$ cat src/rtl/mem_arb_pkg.sv
// Shared types for the byte-serial RAM arbiter: owner/state encodings,
// access length codes and the load sign/zero extension helper.
package mem_arb_pkg;

    localparam int unsigned DATA_W = 32;

    localparam logic [2:0] LEN_B = 3'd1;
    localparam logic [2:0] LEN_H = 3'd2;
    localparam logic [2:0] LEN_W = 3'd4;

    typedef enum logic [1:0] {
        OWN_NONE = 2'd0,
        OWN_IF   = 2'd1,
        OWN_LD   = 2'd2,
        OWN_ST   = 2'd3
    } owner_e;

    typedef enum logic [1:0] {
        S_IDLE = 2'd0,
        S_XFER = 2'd1,
        S_LAST = 2'd2
    } state_e;

    // Index of the final byte; unsupported lengths behave as a full word.
    function automatic logic [1:0] last_idx(input logic [2:0] len);
        case (len)
            LEN_B:   return 2'd0;
            LEN_H:   return 2'd1;
            LEN_W:   return 2'd3;
            default: return 2'd3;
        endcase
    endfunction

    function automatic logic [DATA_W-1:0] extend_word(input logic [DATA_W-1:0] w,
                                                      input logic [1:0]        last,
                                                      input logic              sgn);
        case (last)
            2'd0:    return {{24{sgn & w[7]}}, w[7:0]};
            2'd1:    return {{16{sgn & w[15]}}, w[15:0]};
            default: return w;
        endcase
    endfunction

endpackage

$ cat src/rtl/mem_arb_pick.sv
// Combinational requester selection (LD > ST > IF) for the RAM arbiter.
// With MEM_ARB_AGE_EN defined, a waiting fetch gains top priority after AGE_LIMIT cycles.
module mem_arb_pick
    import mem_arb_pkg::*;
#(
    parameter int unsigned AGE_LIMIT = 8
) (
    input  logic   clk_i,
    input  logic   rst_i,
    input  logic   if_req_i,
    input  logic   if_cancel_i,
    input  logic   if_ready_i,
    input  logic   ld_req_i,
    input  logic   ld_ready_i,
    input  logic   st_req_i,
    input  logic   st_ready_i,
    input  logic   idle_i,
    input  logic   if_owner_i,
    output owner_e grant_c_o
);

    logic   if_ok;
    logic   ld_ok;
    logic   st_ok;
    logic   if_urgent;
    owner_e pick_c;

    // A requester finishing this cycle may still hold req; a cancelled fetch is ignored.
    assign if_ok = if_req_i & ~if_cancel_i & ~if_ready_i;
    assign ld_ok = ld_req_i & ~ld_ready_i;
    assign st_ok = st_req_i & ~st_ready_i;

    always_comb begin
        pick_c = OWN_NONE;
        if (if_ok && if_urgent) begin
            pick_c = OWN_IF;
        end else if (ld_ok) begin
            pick_c = OWN_LD;
        end else if (st_ok) begin
            pick_c = OWN_ST;
        end else if (if_ok) begin
            pick_c = OWN_IF;
        end
    end

    assign grant_c_o = idle_i ? pick_c : OWN_NONE;

`ifdef MEM_ARB_AGE_EN
    localparam int unsigned AGE_W = $clog2(AGE_LIMIT + 1);

    logic [AGE_W-1:0] age_q;
    logic [AGE_W-1:0] age_d;

    always_ff @(posedge clk_i or posedge rst_i) begin
        if (rst_i) begin
            age_q <= '0;
        end else begin
            age_q <= age_d;
        end
    end

    // Saturating count of cycles a fetch waits while another requester holds the RAM.
    always_comb begin
        age_d = age_q;
        if ((idle_i && pick_c == OWN_IF) || if_cancel_i) begin
            age_d = '0;
        end else if (if_ok && !if_owner_i && age_q != {AGE_W{1'b1}}) begin
            age_d = age_q + AGE_W'(1);
        end
    end

    assign if_urgent = (32'(age_q) >= AGE_LIMIT);
`else
    logic unused_age;
    assign unused_age = ^{clk_i, rst_i, if_owner_i, 32'(AGE_LIMIT)};
    assign if_urgent  = 1'b0;
`endif

endmodule

$ cat src/rtl/mem_arbiter.sv
// Shares a byte-wide RAM port between fetch, load and store, serialising each access
// into single-byte cycles. Optional fetch aging enabled by defining MEM_ARB_AGE_EN.
module mem_arbiter
    import mem_arb_pkg::*;
#(
    parameter int unsigned ADDR_W    = 32,
    parameter int unsigned AGE_LIMIT = 8
) (
    input  logic              clk_i,
    input  logic              rst_i,
    input  logic              if_req_i,
    input  logic [ADDR_W-1:0] if_addr_i,
    input  logic              if_cancel_i,
    output logic              if_ready_o,
    output logic [DATA_W-1:0] if_data_o,
    input  logic              ld_req_i,
    input  logic [ADDR_W-1:0] ld_addr_i,
    input  logic [2:0]        ld_len_i,
    input  logic              ld_signed_i,
    output logic              ld_ready_o,
    output logic [DATA_W-1:0] ld_data_o,
    input  logic              st_req_i,
    input  logic [ADDR_W-1:0] st_addr_i,
    input  logic [2:0]        st_len_i,
    input  logic [DATA_W-1:0] st_data_i,
    output logic              st_ready_o,
    output logic              ram_rw_o,
    output logic [ADDR_W-1:0] ram_addr_o,
    output logic [7:0]        ram_w_data_o,
    input  logic [7:0]        ram_r_data_i,
    output logic [1:0]        owner_o
);

    state_e            state_q, state_d;
    owner_e            owner_q, owner_d;
    owner_e            grant_c;
    logic [1:0]        k_q, k_d;
    logic [1:0]        last_q, last_d;
    logic              signed_q, signed_d;
    logic [23:0]       wdata_q, wdata_d;
    logic [DATA_W-1:0] buf_q, buf_d;
    logic              ram_rw_q, ram_rw_d;
    logic [ADDR_W-1:0] ram_addr_q, ram_addr_d;
    logic [7:0]        ram_w_data_q, ram_w_data_d;
    logic              if_ready_q, if_ready_d;
    logic              ld_ready_q, ld_ready_d;
    logic              st_ready_q, st_ready_d;
    logic [DATA_W-1:0] if_data_q, if_data_d;
    logic [DATA_W-1:0] ld_data_q, ld_data_d;
    logic [1:0]        cap_idx;
    logic [DATA_W-1:0] word_c;

    mem_arb_pick #(
        .AGE_LIMIT (AGE_LIMIT)
    ) u_pick (
        .clk_i       (clk_i),
        .rst_i       (rst_i),
        .if_req_i    (if_req_i),
        .if_cancel_i (if_cancel_i),
        .if_ready_i  (if_ready_q),
        .ld_req_i    (ld_req_i),
        .ld_ready_i  (ld_ready_q),
        .st_req_i    (st_req_i),
        .st_ready_i  (st_ready_q),
        .idle_i      (state_q == S_IDLE),
        .if_owner_i  (owner_q == OWN_IF),
        .grant_c_o   (grant_c)
    );

    // Read data trails its address by one cycle, so XFER captures the previous byte.
    assign cap_idx = k_q - 2'd1;

    always_comb begin
        word_c = buf_q;
        word_c[{last_q, 3'b000} +: 8] = ram_r_data_i;
    end

    always_comb begin
        state_d      = state_q;
        owner_d      = owner_q;
        k_d          = k_q;
        last_d       = last_q;
        signed_d     = signed_q;
        wdata_d      = wdata_q;
        buf_d        = buf_q;
        ram_rw_d     = 1'b0;
        ram_addr_d   = ram_addr_q;
        ram_w_data_d = ram_w_data_q;
        if_ready_d   = 1'b0;
        ld_ready_d   = 1'b0;
        st_ready_d   = 1'b0;
        if_data_d    = if_data_q;
        ld_data_d    = ld_data_q;
        case (state_q)
            S_IDLE: begin
                k_d = 2'd0;
                case (grant_c)
                    OWN_IF: begin
                        ram_addr_d = if_addr_i;
                        last_d     = 2'd3;
                        signed_d   = 1'b0;
                    end
                    OWN_LD: begin
                        ram_addr_d = ld_addr_i;
                        last_d     = last_idx(ld_len_i);
                        signed_d   = ld_signed_i;
                    end
                    OWN_ST: begin
                        ram_addr_d   = st_addr_i;
                        last_d       = last_idx(st_len_i);
                        signed_d     = 1'b0;
                        wdata_d      = st_data_i[31:8];
                        ram_rw_d     = 1'b1;
                        ram_w_data_d = st_data_i[7:0];
                    end
                    default: ;
                endcase
                if (grant_c != OWN_NONE) begin
                    state_d = S_XFER;
                    owner_d = grant_c;
                end
            end
            S_XFER: begin
                if (owner_q != OWN_ST && k_q != 2'd0) begin
                    buf_d[{cap_idx, 3'b000} +: 8] = ram_r_data_i;
                end
                if (owner_q == OWN_IF && if_cancel_i) begin
                    state_d = S_IDLE;
                    owner_d = OWN_NONE;
                end else if (k_q == last_q) begin
                    if (owner_q == OWN_ST) begin
                        state_d    = S_IDLE;
                        owner_d    = OWN_NONE;
                        st_ready_d = 1'b1;
                    end else begin
                        state_d = S_LAST;
                    end
                end else begin
                    k_d        = k_q + 2'd1;
                    ram_addr_d = ram_addr_q + ADDR_W'(1);
                    if (owner_q == OWN_ST) begin
                        ram_rw_d     = 1'b1;
                        ram_w_data_d = wdata_q[7:0];
                        wdata_d      = {8'h00, wdata_q[23:8]};
                    end
                end
            end
            S_LAST: begin
                state_d = S_IDLE;
                owner_d = OWN_NONE;
                if (owner_q == OWN_IF) begin
                    if (!if_cancel_i) begin
                        if_ready_d = 1'b1;
                        if_data_d  = word_c;
                    end
                end else begin
                    ld_ready_d = 1'b1;
                    ld_data_d  = extend_word(word_c, last_q, signed_q);
                end
            end
            default: begin
                state_d = S_IDLE;
                owner_d = OWN_NONE;
            end
        endcase
    end

    always_ff @(posedge clk_i or posedge rst_i) begin
        if (rst_i) begin
            state_q      <= S_IDLE;
            owner_q      <= OWN_NONE;
            k_q          <= 2'd0;
            last_q       <= 2'd0;
            signed_q     <= 1'b0;
            wdata_q      <= '0;
            buf_q        <= '0;
            ram_rw_q     <= 1'b0;
            ram_addr_q   <= '0;
            ram_w_data_q <= '0;
            if_ready_q   <= 1'b0;
            ld_ready_q   <= 1'b0;
            st_ready_q   <= 1'b0;
            if_data_q    <= '0;
            ld_data_q    <= '0;
        end else begin
            state_q      <= state_d;
            owner_q      <= owner_d;
            k_q          <= k_d;
            last_q       <= last_d;
            signed_q     <= signed_d;
            wdata_q      <= wdata_d;
            buf_q        <= buf_d;
            ram_rw_q     <= ram_rw_d;
            ram_addr_q   <= ram_addr_d;
            ram_w_data_q <= ram_w_data_d;
            if_ready_q   <= if_ready_d;
            ld_ready_q   <= ld_ready_d;
            st_ready_q   <= st_ready_d;
            if_data_q    <= if_data_d;
            ld_data_q    <= ld_data_d;
        end
    end

    assign if_ready_o   = if_ready_q;
    assign if_data_o    = if_data_q;
    assign ld_ready_o   = ld_ready_q;
    assign ld_data_o    = ld_data_q;
    assign st_ready_o   = st_ready_q;
    assign ram_rw_o     = ram_rw_q;
    assign ram_addr_o   = ram_addr_q;
    assign ram_w_data_o = ram_w_data_q;
    assign owner_o      = owner_q;

endmodule
$ cat config.mk
export PLATFORM = sky130hd
export DESIGN_NAME = mem_arbiter
export DESIGN_NICKNAME = d
export VERILOG_FILES = /design/src/rtl/mem_arb_pkg.sv /design/src/rtl/mem_arb_pick.sv /design/src/rtl/mem_arbiter.sv
export SDC_FILE = /design/constraint.sdc
export NUM_CORES = 1
export LEC_CHECK = 0
export CAP_MARGIN = 20
export CORE_ASPECT_RATIO = 2
export CORE_UTILIZATION = 52
export DETAILED_ROUTE_END_ITERATION = 8
export GPL_TIMING_DRIVEN = 0
export PLACE_DENSITY_LB_ADDON = 0.05
export SLEW_MARGIN = 10
export SYNTH_ARGS = -nofsm -noshare
export SYNTH_HDL_FRONTEND = slang
export SYNTH_SLANG_ARGS = --single-unit
$ cat constraint.sdc
create_clock -name clk_i -period 14.5 [get_ports clk_i]
set_clock_uncertainty 0.15 [all_clocks]
set_input_delay 1.45 -clock clk_i [delete_from_list [all_inputs] [get_ports clk_i]]
set_output_delay 1.45 -clock clk_i [all_outputs]
set_load 0.01 [all_outputs]
### After elaboration in Yosys (flattened, before gate mapping)

Cells that the tools add are included.
Widths: inputs -> output; s select.

| storage, ports and cells | value |
|---|---|
| word-level logic and storage cells | 128 |
| output and inout port bits | 110 |
| input bits | 149 |
| register bits | 173 |

| operators by class | value |
|---|---|
| shifts and indexed selects | 4 |
| reductions and logical operators | 20 |
| bitwise logic cells | 11 |
| $add $sub $neg | 5 |
| multiplexer cells | 51 |
| equal/unequal tests | 22 |

Operators by type and width:

| cell | count |
|---|---|
| $pmux 32 s2 | 2 |
| $mux 24 | 4 |
| $pmux 32 s3 | 1 |
| $bwmux 32 | 2 |
| $mux 32 | 2 |
| $shift 8x7->32 const A | 2 |
| $shiftx 8x7->32 | 2 |
| $pmux 24 s2 | 1 |
| $add 32x1->32 const B | 1 |
| $mux 8 | 4 |
| $mux 2 | 13 |
| $pmux 2 s2 | 5 |
| $pmux 8 s2 | 1 |
| $neg 5->7 | 2 |
| $mux 1 | 13 |
| $ne 2x2->1 const B | 6 |
| $reduce_and 2->1 | 5 |
| $reduce_and 3->1 | 3 |
| $eq 2x1->1 const B | 4 |
| $eq 2x2->1 const B | 4 |
| $reduce_bool 2->1 | 4 |
| $and 1x1->1 | 6 |
| $eq 3x1->1 const B | 2 |
| $eq 3x2->1 const B | 2 |
| other kinds (14) | 22 |

### Depth between registers and ports, before layout

Gate-level depths: netlist of the first run.

| depth | value |
|---|---|
| word-level depth | 11 |
| depth in mapped cells | 13 |
| depth with buffers taken out | 11 |

### Modules after synthesis

From an unflattened synthesis of the first run, not the netlist that was laid out.

| unflattened totals | value |
|---|---|
| cell total of the unflattened synthesis | 994 |
| area total of the unflattened synthesis | 8,996.1 um^2 |

Modules (own cells, without submodules):

| module | times used | cells each | seq. area each (um^2) | area an instance (um^2) |
|---|---|---|---|---|
| mem_arbiter | 1 | 988 | 4,329.2 | 8,947.3 |
| mem_arb_pick | 1 | 6 | 0.0 | 48.8 |

### Worst setup path after synthesis of the first run

Ideal clock, no wire load.

| timing path | value |
|---|---|
| path kind | input to register |
| from | in if_cancel_i |
| to | reg wdata_q[11] |
| required time | 14,217 ps |
| library setup time | 133 ps |
| stages | 13 |
| slack | 10,580 ps |
| arrival | 3,637 ps |
| buffers on the path | 3 |
| cells stage by stage | nor2_1 -> nand2_1 -> a21bo_2 -> or3_1 -> inv_1 -> ha_1 -> buf_2 -> nor3b_2 -> o21ai_0 -> clkbuf_1 -> clkbuf_1 -> nand2_1 -> o21ai_0 |

| between the ends | value |
|---|---|
| cells in the longest elaborated chain, start to end | 10 |
| elaborated cells between the ends (all ways) | 12 |
| those cells by class | eq/ne: 3; mux: 4; bitwise: 3; reduce/logical: 2 |

RTL lines:

| element | line | text |
|---|---|---|
| start, declared | mem_arbiter.sv:13 | `input logic if_cancel_i,` |
| $not 1->1 (no line) | n/a |  |
| $and 1x1->1 (2 in a row) | mem_arb_pick.sv:29 | `assign if_ok = if_req_i & ~if_cancel_i & ~if_ready_i;` |
| $mux 1 | mem_arb_pick.sv:41 | `end else if (if_ok) begin` |
| $mux 2 | mem_arb_pick.sv:39 | `end else if (st_ok) begin` |
| $mux 2 | mem_arb_pick.sv:37 | `end else if (ld_ok) begin` |
| $mux 2 | mem_arb_pick.sv:46 | `assign grant_c_o = idle_i ? pick_c : OWN_NONE;` |
| $eq 2x2->1 | mem_arbiter.sv:97 | `case (grant_c)` |
| $ne 2x2->1 (no line) | n/a |  |
| $reduce_and 5->1 (no line) * | n/a |  |
| end signal, assigned | mem_arbiter.sv:191 | `wdata_q <= wdata_d;` |
| end, declared | mem_arbiter.sv:40 | `logic [23:0] wdata_q, wdata_d;` |

Mark *: on every way between the ends. The rest lies on a longest branch, timed or not.
A chain may end at the register's enable or synchronous reset.

### Final worst setup path of the first run

| timing path | value |
|---|---|
| from | in if_cancel_i |
| to | reg wdata_q[3] |

Same word-level chain as after synthesis.

==> metrics.txt, run 1 <==
data arrival time of the critical path=4.99 ns; hold violation total from the final report=0; Pleak=5.118 nW; iteration-0 DRC count of the detailed router=439; routability congestion estimate from global placement=0.9490; count of instances resized after the clock tree is built=0; row cnt=66; synthesized net count=1131; estimated wirelength of the detail-placed design=22100 um; DRT Wirelength=28540 um; proportion of synthesized chip area in sequential cells=49.38%; Total GRT Usage=34.01%; share of post-route cells with drive strength above 1=4.928%; FF-to-FF Start=state_q[0]; drc violations=0; post-CTS setup repair buffer count=0; stage delay of the slowest cell on the critical path=0.59 ns; clock slew at the register clock pins of the worst setup and hold paths=0.07 ns; core footprint=0.01635 mm^2; number of warnings issued by yosys=0; count of flip-flops with a built-in enable after synthesis=0; layout net count=1409; summed instance area of the synthesized netlist=0.008767 mm^2; register bit count reported by yosys=173; final core utilization=74.59%; ranking of synthesized cells by area=sky130_fd_sc_hd__dfrtp_1, sky130_fd_sc_hd__nand2_1, sky130_fd_sc_hd__o21ai_0, sky130_fd_sc_hd__a21oi_1, sky130_fd_sc_hd__mux2i_1; critical-path cell with the highest stage delay=sky130_fd_sc_hd__nor3b_2; logic depth of the worst register-to-register path=10; detailed-route via count=8678; min cycle time layout=4.806 ns; max frequency=0.2081 GHz; Filler cells=1263; maximum ir drop on the vdd rail=0.0001408 V; Worst R2R Setup Slack=10.87 ns; via count of the first global-routing pass=8885; Clock Tree Buf Depth=2; Syn Inst Count=967; Synth cell types=56; clock insertion delay at the later pin of the skew report=0.43 ns; worst hold path type=reg -> reg; Worst R2R End=wdata_q[3]; ys async rst share=100.0%; wire length of the first global-routing pass=44670 um; setup repair after global routing missed its margin=false; power per unit of standard cell area=220.5 mW/mm^2; element type at the critical path start=input port; height of the chip=185.6 um; share of the synthesized area in the top cell type=49.38%; data required time of the worst path=14.68 ns; CTS hold repair buffers=0; Syn Area/Cell=9.066 um^2; # diodes=0; tightest slew margin relative to the limit=28.53%; number of levels in the clock H-tree=4; top cell type by total area after synthesis=sky130_fd_sc_hd__dfrtp_1; cell chain of the critical path=clkdlybuf4s50_1 > nor2_1 > nand2_1 > a21bo_2 > or3_1 > inv_1 > ha_1 > buf_2 > nor3b_2 > o21ai_0 > clkbuf_1 > clkbuf_1 > o21ai_0; area added between synthesis and finish=39.10%; Levels on crit path=13; crit path to=wdata_q[3]; DR pass1 iterations=5; family with the most delay on the worst path=buffers and inverters; clk root buf=sky130_fd_sc_hd__clkbuf_16; buffer and inverter count on the worst path=5; number of placed I/O pins=259; Final ANT Viol Nets=0; Slew @ Worst Pin=1.062 ns; largest net degree at the start of global routing=94; Port Buffer Count=257; Remaining Overflow, GRT=0; kind of end point of the critical path=register; CTS Sinks=173; maximum fanout along the worst path=10; initial cell density of the core=53.62%; antenna violations before repair=0; Slew Limit Fails=0; maximum capacitance violations=0; post-detailed-route wirelength per cell=19.52 um; number of buffers created by CTS=17; ratio of final minimum period to clock period=33.14%; CTS tree=yes; start point of the critical path=if_cancel_i; total negative slack=0 ns; most instantiated flip-flop cell in the synthesis netlist=sky130_fd_sc_hd__dfrtp_1; routed vias/inst=5.936; die width=93.82 um; hold path cells=1; status=complete, no violations; Die Footprint=0.01741 mm^2; critical path class=in -> reg; number of setup violations in the final report=0
## sequential cells by signal, indices dropped and copies added, names as in the netlist
signal	cells
buf_q	32
if_data_o	32
ld_data_o	32
ram_addr_o	32
wdata_q	24
ram_w_data_o	8
k_q	2
last_q	2
owner_o	2
state_q	2
if_ready_o	1
ld_ready_o	1
ram_rw_o	1
signed_q	1
st_ready_o	1
## worst min-delay path by stage
stage	from	end
after floorplan	buf_q[24]	buf_q[24]
after global placement	buf_q[30]	buf_q[30]
after detailed placement	buf_q[29]	buf_q[29]
after CTS	buf_q[29]	buf_q[29]
after global routing	buf_q[31]	buf_q[31]
final	buf_q[28]	buf_q[28]
## where the power goes
part / leakage, nW / switching [mW] / internal (mW)
combinational: 2.69 / 0.775 / 0.634
clock: 0.269 / 0.203 / 0.232
sequential: 2.16 / 0.168 / 0.678
total: 5.12 / 1.15 / 1.54
## synthesized netlist by cell type (3+ instances only)
master	count
sky130_fd_sc_hd__a221o_1	9
sky130_fd_sc_hd__nor2b_1	36
sky130_fd_sc_hd__clkbuf_1	45
sky130_fd_sc_hd__a2bb2oi_1	9
sky130_fd_sc_hd__mux2i_1	24
sky130_fd_sc_hd__a22o_1	11
sky130_fd_sc_hd__o21a_1	9
sky130_fd_sc_hd__and2_1	3
sky130_fd_sc_hd__nand2_1	180
sky130_fd_sc_hd__dfrtp_1	173
sky130_fd_sc_hd__nor3_1	16
sky130_fd_sc_hd__xnor2_1	4
sky130_fd_sc_hd__a21oi_1	91
sky130_fd_sc_hd__nand3_1	14
sky130_fd_sc_hd__a211oi_1	7
sky130_fd_sc_hd__a31oi_1	5
sky130_fd_sc_hd__nor2_1	51
sky130_fd_sc_hd__and3_1	7
sky130_fd_sc_hd__nand4_1	8
sky130_fd_sc_hd__ha_1	15
sky130_fd_sc_hd__o21ai_0	118
sky130_fd_sc_hd__buf_1	9
sky130_fd_sc_hd__a22oi_1	5
sky130_fd_sc_hd__buf_2	14
sky130_fd_sc_hd__and4_1	4
sky130_fd_sc_hd__nor4_1	4
sky130_fd_sc_hd__nand2b_1	4
sky130_fd_sc_hd__o22a_1	25
sky130_fd_sc_hd__inv_1	14
sky130_fd_sc_hd__a221oi_1	19
## cell families (layout without fill, tap and decap cells)
logic type               Yosys count  count (layout)  share of synthesized area (%)
AND/OR/NAND/NOR                  343             343                          18.28
AO/OA/AOI/OAI                    325             325                          23.22
flip-flops                       173             173                          49.38
buffers and inverters             83             374                          3.839
multiplexers                      24              24                          2.740
adder cells (fa/ha/maj)           15              15                          2.141
XOR/XNOR                           4               4                         0.3996
## through the flow
step / power (mW) / hold WS (ns) / std cells / instance area, um^2 / worst slack [ns]
2_1_floorplan: 1.642 / 0.2715 / 967 / 8767 / 8.212
3_3_place_gp: 2.207 / 0.2820 / 1428 / 11590 / 5.939
3_5_place_dp: 2.244 / 0.2900 / 1430 / 11640 / 9.234
4_1_cts: 2.684 / 0.3048 / 1462 / 12200 / 9.668
5_1_grt: 2.862 / 0.3152 / 1462 / 12200 / 9.382
6_report: 2.689 / 0.2996 / 1462 / 12200 / 9.694
## final cells by class
type | count | area [um^2] | share of cell area [%]
multi-input combinational | 711 | 4101 | 33.63
timing repair buffer | 259 | 2608 | 21.38
sequential | 173 | 4329 | 35.50
clock buffer | 19 | 452.9 | 3.714
clock inverter | 13 | 105.1 | 0.8618
buffer | 69 | 284.0 | 2.329
tap | 204 | 255.2 | 2.093
inverter | 14 | 60.06 | 0.4925
## placed cells by master, fill, tap and decap left out, types with 13 or more instances in the layout
cell                              count
sky130_fd_sc_hd__clkdlybuf4s50_1    257
sky130_fd_sc_hd__nand2_1            180
sky130_fd_sc_hd__dfrtp_1            173
sky130_fd_sc_hd__o21ai_0            118
sky130_fd_sc_hd__a21oi_1             91
sky130_fd_sc_hd__nor2_1              51
sky130_fd_sc_hd__clkbuf_1            45
sky130_fd_sc_hd__nor2b_1             36
sky130_fd_sc_hd__o22a_1              25
sky130_fd_sc_hd__mux2i_1             24
sky130_fd_sc_hd__a221oi_1            19
sky130_fd_sc_hd__clkbuf_16           17
sky130_fd_sc_hd__nor3_1              16
sky130_fd_sc_hd__ha_1                15
sky130_fd_sc_hd__buf_2               14
sky130_fd_sc_hd__nand3_1             14
sky130_fd_sc_hd__inv_1               13
## layer usage
layer | GRT usage, % | share of wire (%) | wire length, um
met5 | 0 | 0 | 0
met4 | 20.80 | 5.9 | 1688
met3 | 6.127 | 5.4 | 1548
met2 | 62.80 | 54 | 15460
met1 | 34.59 | 34 | 9846
Power figures use the tool's default switching activity.
==> run 2, diff against run 1 <==
--- a/config.mk
+++ b/config.mk
@@ -7,7 +7,7 @@
 export LEC_CHECK = 0
 export CAP_MARGIN = 20
 export CORE_ASPECT_RATIO = 2
-export CORE_UTILIZATION = 52
+export CORE_UTILIZATION = 43
 export DETAILED_ROUTE_END_ITERATION = 8
 export GPL_TIMING_DRIVEN = 0
 export PLACE_DENSITY_LB_ADDON = 0.05
==> constraint.sdc (replaced) <==
create_clock -name clk_i -period 4.3 [get_ports clk_i]
set_clock_uncertainty 0.15 [all_clocks]
set_input_delay 0.43 -clock clk_i [delete_from_list [all_inputs] [get_ports clk_i]]
set_output_delay 0.43 -clock clk_i [all_outputs]
set_load 0.01 [all_outputs]
==> run 2 against run 1 <==
Sequential cell count unchanged. Global-route usage decreased by 4.3 points. Highest routed layer unchanged. Setup slack got worse by 9.1 ns. Hold slack got worse by 0.086 ns. Clock-buffer cell count unchanged. Register-to-register slack got worse by 10 ns. Largest cell class unchanged. Largest power group unchanged.
==> metrics.txt, run 2 (synthesis results as in run 1) <==
max frequency=0.2674 GHz; power per unit of standard cell area=735.2 mW/mm^2; FF-to-FF Start=state_q[0]; Worst R2R Setup Slack=0.75 ns; ratio of final minimum period to clock period=86.98%; Port Buffer Count=257; logic depth of the worst register-to-register path=11; detailed-route via count=8441; number of non-filler instances in the completed layout=1524; row cnt=73; most common library cell in the layout ignoring fill and taps=sky130_fd_sc_hd__clkdlybuf4s50_1; routability congestion estimate from global placement=0.9262; core footprint=0.01991 mm^2; area added between synthesis and finish=40.62%; element type at the critical path start=input port; Filler cells=1859; Slew @ Worst Pin=1.022 ns; antenna violations before repair=0; Die Footprint=0.02100 mm^2; clk root buf=sky130_fd_sc_hd__clkbuf_16; data required time of the worst path=4.45 ns; min cycle time layout=3.740 ns; Worst R2R End=wdata_q[11]; largest net degree at the start of global routing=37; cell chain of the critical path=clkdlybuf4s50_1 > nor2_1 > nand2_1 > a21bo_2 > or3_1 > inv_1 > ha_1 > buf_2 > nor3b_2 > o21ai_0 > clkbuf_1 > clkbuf_1 > nand2_1 > o21ai_0; Total GRT Usage=29.71%; Slew Limit Fails=0; Remaining Overflow, GRT=0; hold violation total from the final report=0; Pleak=5.137 nW; # diodes=0; status=complete, no violations; drc violations=0; maximum fanout along the worst path=10; number of placed I/O pins=259; post-CTS setup repair buffer count=0; height of the chip=203.9 um; tightest slew margin relative to the limit=31.69%; area occupied by multi-input gates=0.004101 mm^2; final core utilization=61.91%; DR pass1 iterations=5; clock slew at the register clock pins of the worst setup and hold paths=0.07 ns; wire length of the first global-routing pass=46410 um; CTS tree=yes; worst hold path type=in -> async; critical path class=in -> reg; CTS hold repair buffers=0; post-detailed-route wirelength per cell=19.31 um; number of setup violations in the final report=0; number of buffers created by CTS=17; buffer and inverter count on the worst path=5; number of levels in the clock H-tree=4; maximum capacitance violations=0; via count of the first global-routing pass=8835; iteration-0 DRC count of the detailed router=337; Final ANT Viol Nets=0; estimated wirelength of the detail-placed design=23140 um; maximum ir drop on the vdd rail=0.0004589 V; layout net count=1413; setup repair after global routing missed its margin=false; die width=103.0 um; CTS Sinks=173; initial cell density of the core=44.03%; critical-path cell with the highest stage delay=sky130_fd_sc_hd__nor3b_2; data arrival time of the critical path=3.89 ns; register cell area after layout=0.004329 mm^2; DRT Wirelength=29430 um; count of instances resized after the clock tree is built=0; total negative slack=0 ns; family with the most delay on the worst path=buffers and inverters; power consumption=9.064 mW; share of post-route cells with drive strength above 1=5.071%; top library cells by usage in the layout, fill and taps aside=sky130_fd_sc_hd__clkdlybuf4s50_1, sky130_fd_sc_hd__nand2_1, sky130_fd_sc_hd__dfrtp_1; Clock Tree Buf Depth=2; kind of end point of the critical path=register; clock insertion delay at the later pin of the skew report=0.44 ns; routed vias/inst=5.539; # placed instances=1492; stage delay of the slowest cell on the critical path=0.59 ns
-- run 2: changes by cell type in the layout (fill, tap and decap cells not counted), sizes merged --
cell	delta
buf	+4
inv	-1
clkinvlp	+2
clkinv	-1
-- run 2: area by class of cell --
| type | instances | area share [%] |
|---|---|---|
| inverters | 14 | 0.4567 |
| well taps | 262 | 2.659 |
| plain buffers | 69 | 2.304 |
| repair buffers | 263 | 21.80 |
| clock buffers | 19 | 3.512 |
| multi-input cells | 711 | 33.27 |
| clock inverters | 13 | 0.8830 |
| flip-flops and latches | 173 | 35.12 |
-- run 2: layer usage --
| layer | up-vias | track usage, % | wire length [um] |
|---|---|---|---|
| li1 | 4011 | - | - |
| met1 | 4020 | 31.17 | 10300 |
| met2 | 321 | 53.45 | 15900 |
| met3 | 89 | 4.959 | 1347 |
| met4 | 0 | 18.46 | 1887 |
| met5 | - | 0 | 0 |
-- run 2: worst max-delay path by stage --
stage	start	endpoint	cells after the start
finish	if_cancel_i	wdata_q[11]	14
global route	if_cancel_i	ram_w_data_o[7]	13
CTS	if_cancel_i	wdata_q[2]	13
detailed placement	if_cancel_i	wdata_q[14]	14
global placement	rst_i	ram_addr_o[3]	2
floorplan	if_cancel_i	wdata_q[11]	13
-- run 2: report_power, final --
part | leakage (nW) | total, mW | internal [mW] | switching (mW)
Combinational | 2.72 | 4.75 | 2.14 | 2.61
Clock | 0.256 | 1.45 | 0.755 | 0.699
Sequential | 2.16 | 2.86 | 2.29 | 0.570
-- run 2: metrics by stage --
| stage | hold slack (ns) | worst slack [ns] | instance area, um^2 |
|---|---|---|---|
| 2_1_floorplan | 0.2715 | 1.400 | 8771 |
| 3_3_place_gp | 0.2840 | 0.007871 | 11670 |
| 3_5_place_dp | 0.2885 | 0.08674 | 11790 |
| 4_1_cts | 0.2147 | 0.5401 | 12330 |
| 5_1_grt | 0.2550 | 0.2033 | 12330 |
| 6_report | 0.2136 | 0.5599 | 12330 |
==> run 3, diff against run 2 <==
--- a/config.mk
+++ b/config.mk
@@ -5,10 +5,12 @@
 export SDC_FILE = /design/constraint.sdc
 export NUM_CORES = 1
 export LEC_CHECK = 0
+export ABC_CLOCK_PERIOD_IN_PS = 4300
 export CAP_MARGIN = 20
 export CORE_ASPECT_RATIO = 2
-export CORE_UTILIZATION = 43
+export CORE_UTILIZATION = 55
 export DETAILED_ROUTE_END_ITERATION = 8
+export DONT_BUFFER_PORTS = 1
 export GPL_TIMING_DRIVEN = 0
 export PLACE_DENSITY_LB_ADDON = 0.05
 export SLEW_MARGIN = 10
==> run 3 against run 2 <==
Global-route usage up 5.3 points. Highest routed layer unchanged. Final cell count down 20%. Non-clock buffer count shrank 241. Largest cell class unchanged. Design area decreased by 20%.
==> metrics.txt, run 3 (synthesis results as in run 1) <==
relative contribution of combinational cells to total power=42.7%; Filler cells=1422; hold_sp=ld_signed_i; Port Buffer Count=0; power per unit of standard cell area=835.7 mW/mm^2; initial cell density of the core=55.85%; number of buffers created by CTS=17; number of levels in the clock H-tree=4; clock slew at the register clock pins of the worst setup and hold paths=0.07 ns; top library cells by usage in the layout, fill and taps aside=sky130_fd_sc_hd__nand2_1, sky130_fd_sc_hd__dfrtp_1, sky130_fd_sc_hd__o21ai_0; maximum capacitance violations=0; clock power share=19.4%; # diodes=0; start point of the critical path=if_ready_o; via count of the first global-routing pass=7843; post-placement worst setup slack=0.7501 ns; hold path cells=2; routability congestion estimate from global placement=0.9832; antenna violations before repair=0; data required time of the worst path=4.44 ns; ratio of final minimum period to clock period=82.55%; share of post-route cells with drive strength above 1=6.464%; DR pass1 iterations=5; largest net degree at the start of global routing=39; kind of end point of the critical path=register; status=complete, no violations; clock insertion delay at the later pin of the skew report=0.43 ns; wire length of the first global-routing pass=43370 um; cell chain of the critical path=nor2_1 > nand2_1 > a21bo_2 > or3_1 > inv_1 > ha_1 > buf_2 > nor3b_2 > o21ai_0 > clkbuf_1 > clkbuf_1 > nand2_1 > o21ai_0; sw power=3.732 mW; stage delay of the slowest cell on the critical path=0.58 ns; Final ANT Viol Nets=0; maximum ir drop on the vdd rail=0.0005040 V; final core utilization=63.05%; power consumption=8.271 mW; final setup margin=0.7505 ns; row cnt=65; critical-path cell with the highest stage delay=sky130_fd_sc_hd__nor3b_2; routed vias/inst=6.247; Pleak=4.250 nW; iteration-0 DRC count of the detailed router=371; sequential group share of total power=37.9%; wire length on met2=15130 um; most common library cell in the layout ignoring fill and taps=sky130_fd_sc_hd__nand2_1; count of instances resized after the clock tree is built=0; area added between synthesis and finish=12.89%; logic depth of the worst register-to-register path=13; height of the chip=180.6 um; Total GRT Usage=35.01%; die width=91.28 um; number of placed I/O pins=259; Die Footprint=0.01648 mm^2; worst hold path type=in -> reg; clk root buf=sky130_fd_sc_hd__clkbuf_16; max layer used=met4; FF-to-FF Start=if_ready_o; maximum fanout along the worst path=10; Clock Tree Buf Depth=2; total negative slack=0 ns; setup repair after global routing missed its margin=false; CTS Sinks=173; Routed met3 length=1702 um; data arrival time of the critical path=3.69 ns; switching part of the total power=45.12%; min cycle time layout=3.549 ns; number of setup violations in the final report=0; DRT Wirelength=27810 um; Remaining Overflow, GRT=0; detailed-route via count=7634; M1 WL=9111 um; CTS tree=yes; Internal Pwr Total=4.539 mW; drc violations=0; Slew @ Worst Pin=1.081 ns; tightest slew margin relative to the limit=27.24%; max frequency=0.2817 GHz; Slew Limit Fails=0; post-detailed-route wirelength per cell=22.76 um; hold violation total from the final report=0; layout net count=1172; element type at the critical path start=register; post-CTS setup repair buffer count=0; critical path class=reg -> reg; core footprint=0.01570 mm^2; estimated wirelength of the detail-placed design=20910 um
[run 3: cell types whose count changed in the layout (fill, tap and decap cells not counted), sizes merged]
cell,change
inv,+4
clkinv,-3
dlygate4sd3,+16
clkinvlp,-2
clkdlybuf4s50,-257
buf,-1
bufinv,+2
[run 3: worst paths after layout]
path	endpoint	slack [ns]
min	signed_q	0.007
min reg2reg	buf_q[27]	0.30
min in group asynchronous	ld_data_o[8]	0.29
max reg2reg	wdata_q[11]	0.75
max	wdata_q[11]	0.75
max in group asynchronous	buf_q[24]	2.69
[run 3: routing by layer]
metal  vias up  track usage [%]
li1       3534                -
met1      3644            35.15
met2       351            63.91
met3       105            7.215
met4         0            23.17
met5         -                0
[run 3: critical path: cells and delay by family (launching register included)]
| family | cells | cell delay [ns] |
|---|---|---|
| compound gates | 3 | 0.57 |
| fa+ha+maj | 1 | 0.13 |
| buf+inv | 4 | 0.87 |
| flops | 1 | 0.42 |
| simple gates | 5 | 1.27 |
[run 3: area by class of cell]
class                      instances  area [um^2]  share of cell area, %
buffer                            69        284.0                  2.870
tap                              201        251.5                  2.541
sequential                       173         4329                  43.74
clock inverter                    14        170.2                  1.719
inverter                          14        56.30                 0.5689
multi-input combinational        711         4101                  41.44
timing repair buffer              22        265.3                  2.680
clock buffer                      18        439.2                  4.437
[run 3: power by group through the flow]
stage          sequential (mW)  clock (mW)  combinational [mW]
4_1_cts                   3.13        1.62                3.52
2_1_floorplan             2.92           0                2.61
3_3_place_gp              3.14           0                3.41
3_5_place_dp              3.16           0                3.49
5_1_grt                   3.22        1.67                3.93
6_report                  3.14        1.61                3.53
[run 3: repair_timing]
action / 4_1_cts / 5_1_grt
hold buffers: 16 / 0
hold endpoints to repair: 76 / 0
setup endpoints to repair: 0 / 0
[run 3: stage by stage]
stage / cell area (um^2) / cells / hold WS (ns)
CTS: 9892 / 1221 / 0.002934
global placement: 9022 / 1168 / 0.2823
floorplan: 8771 / 967 / 0.2715
finish: 9897 / 1222 / 0.007100
global route: 9897 / 1222 / 0.01996
detailed placement: 9123 / 1173 / 0.1369
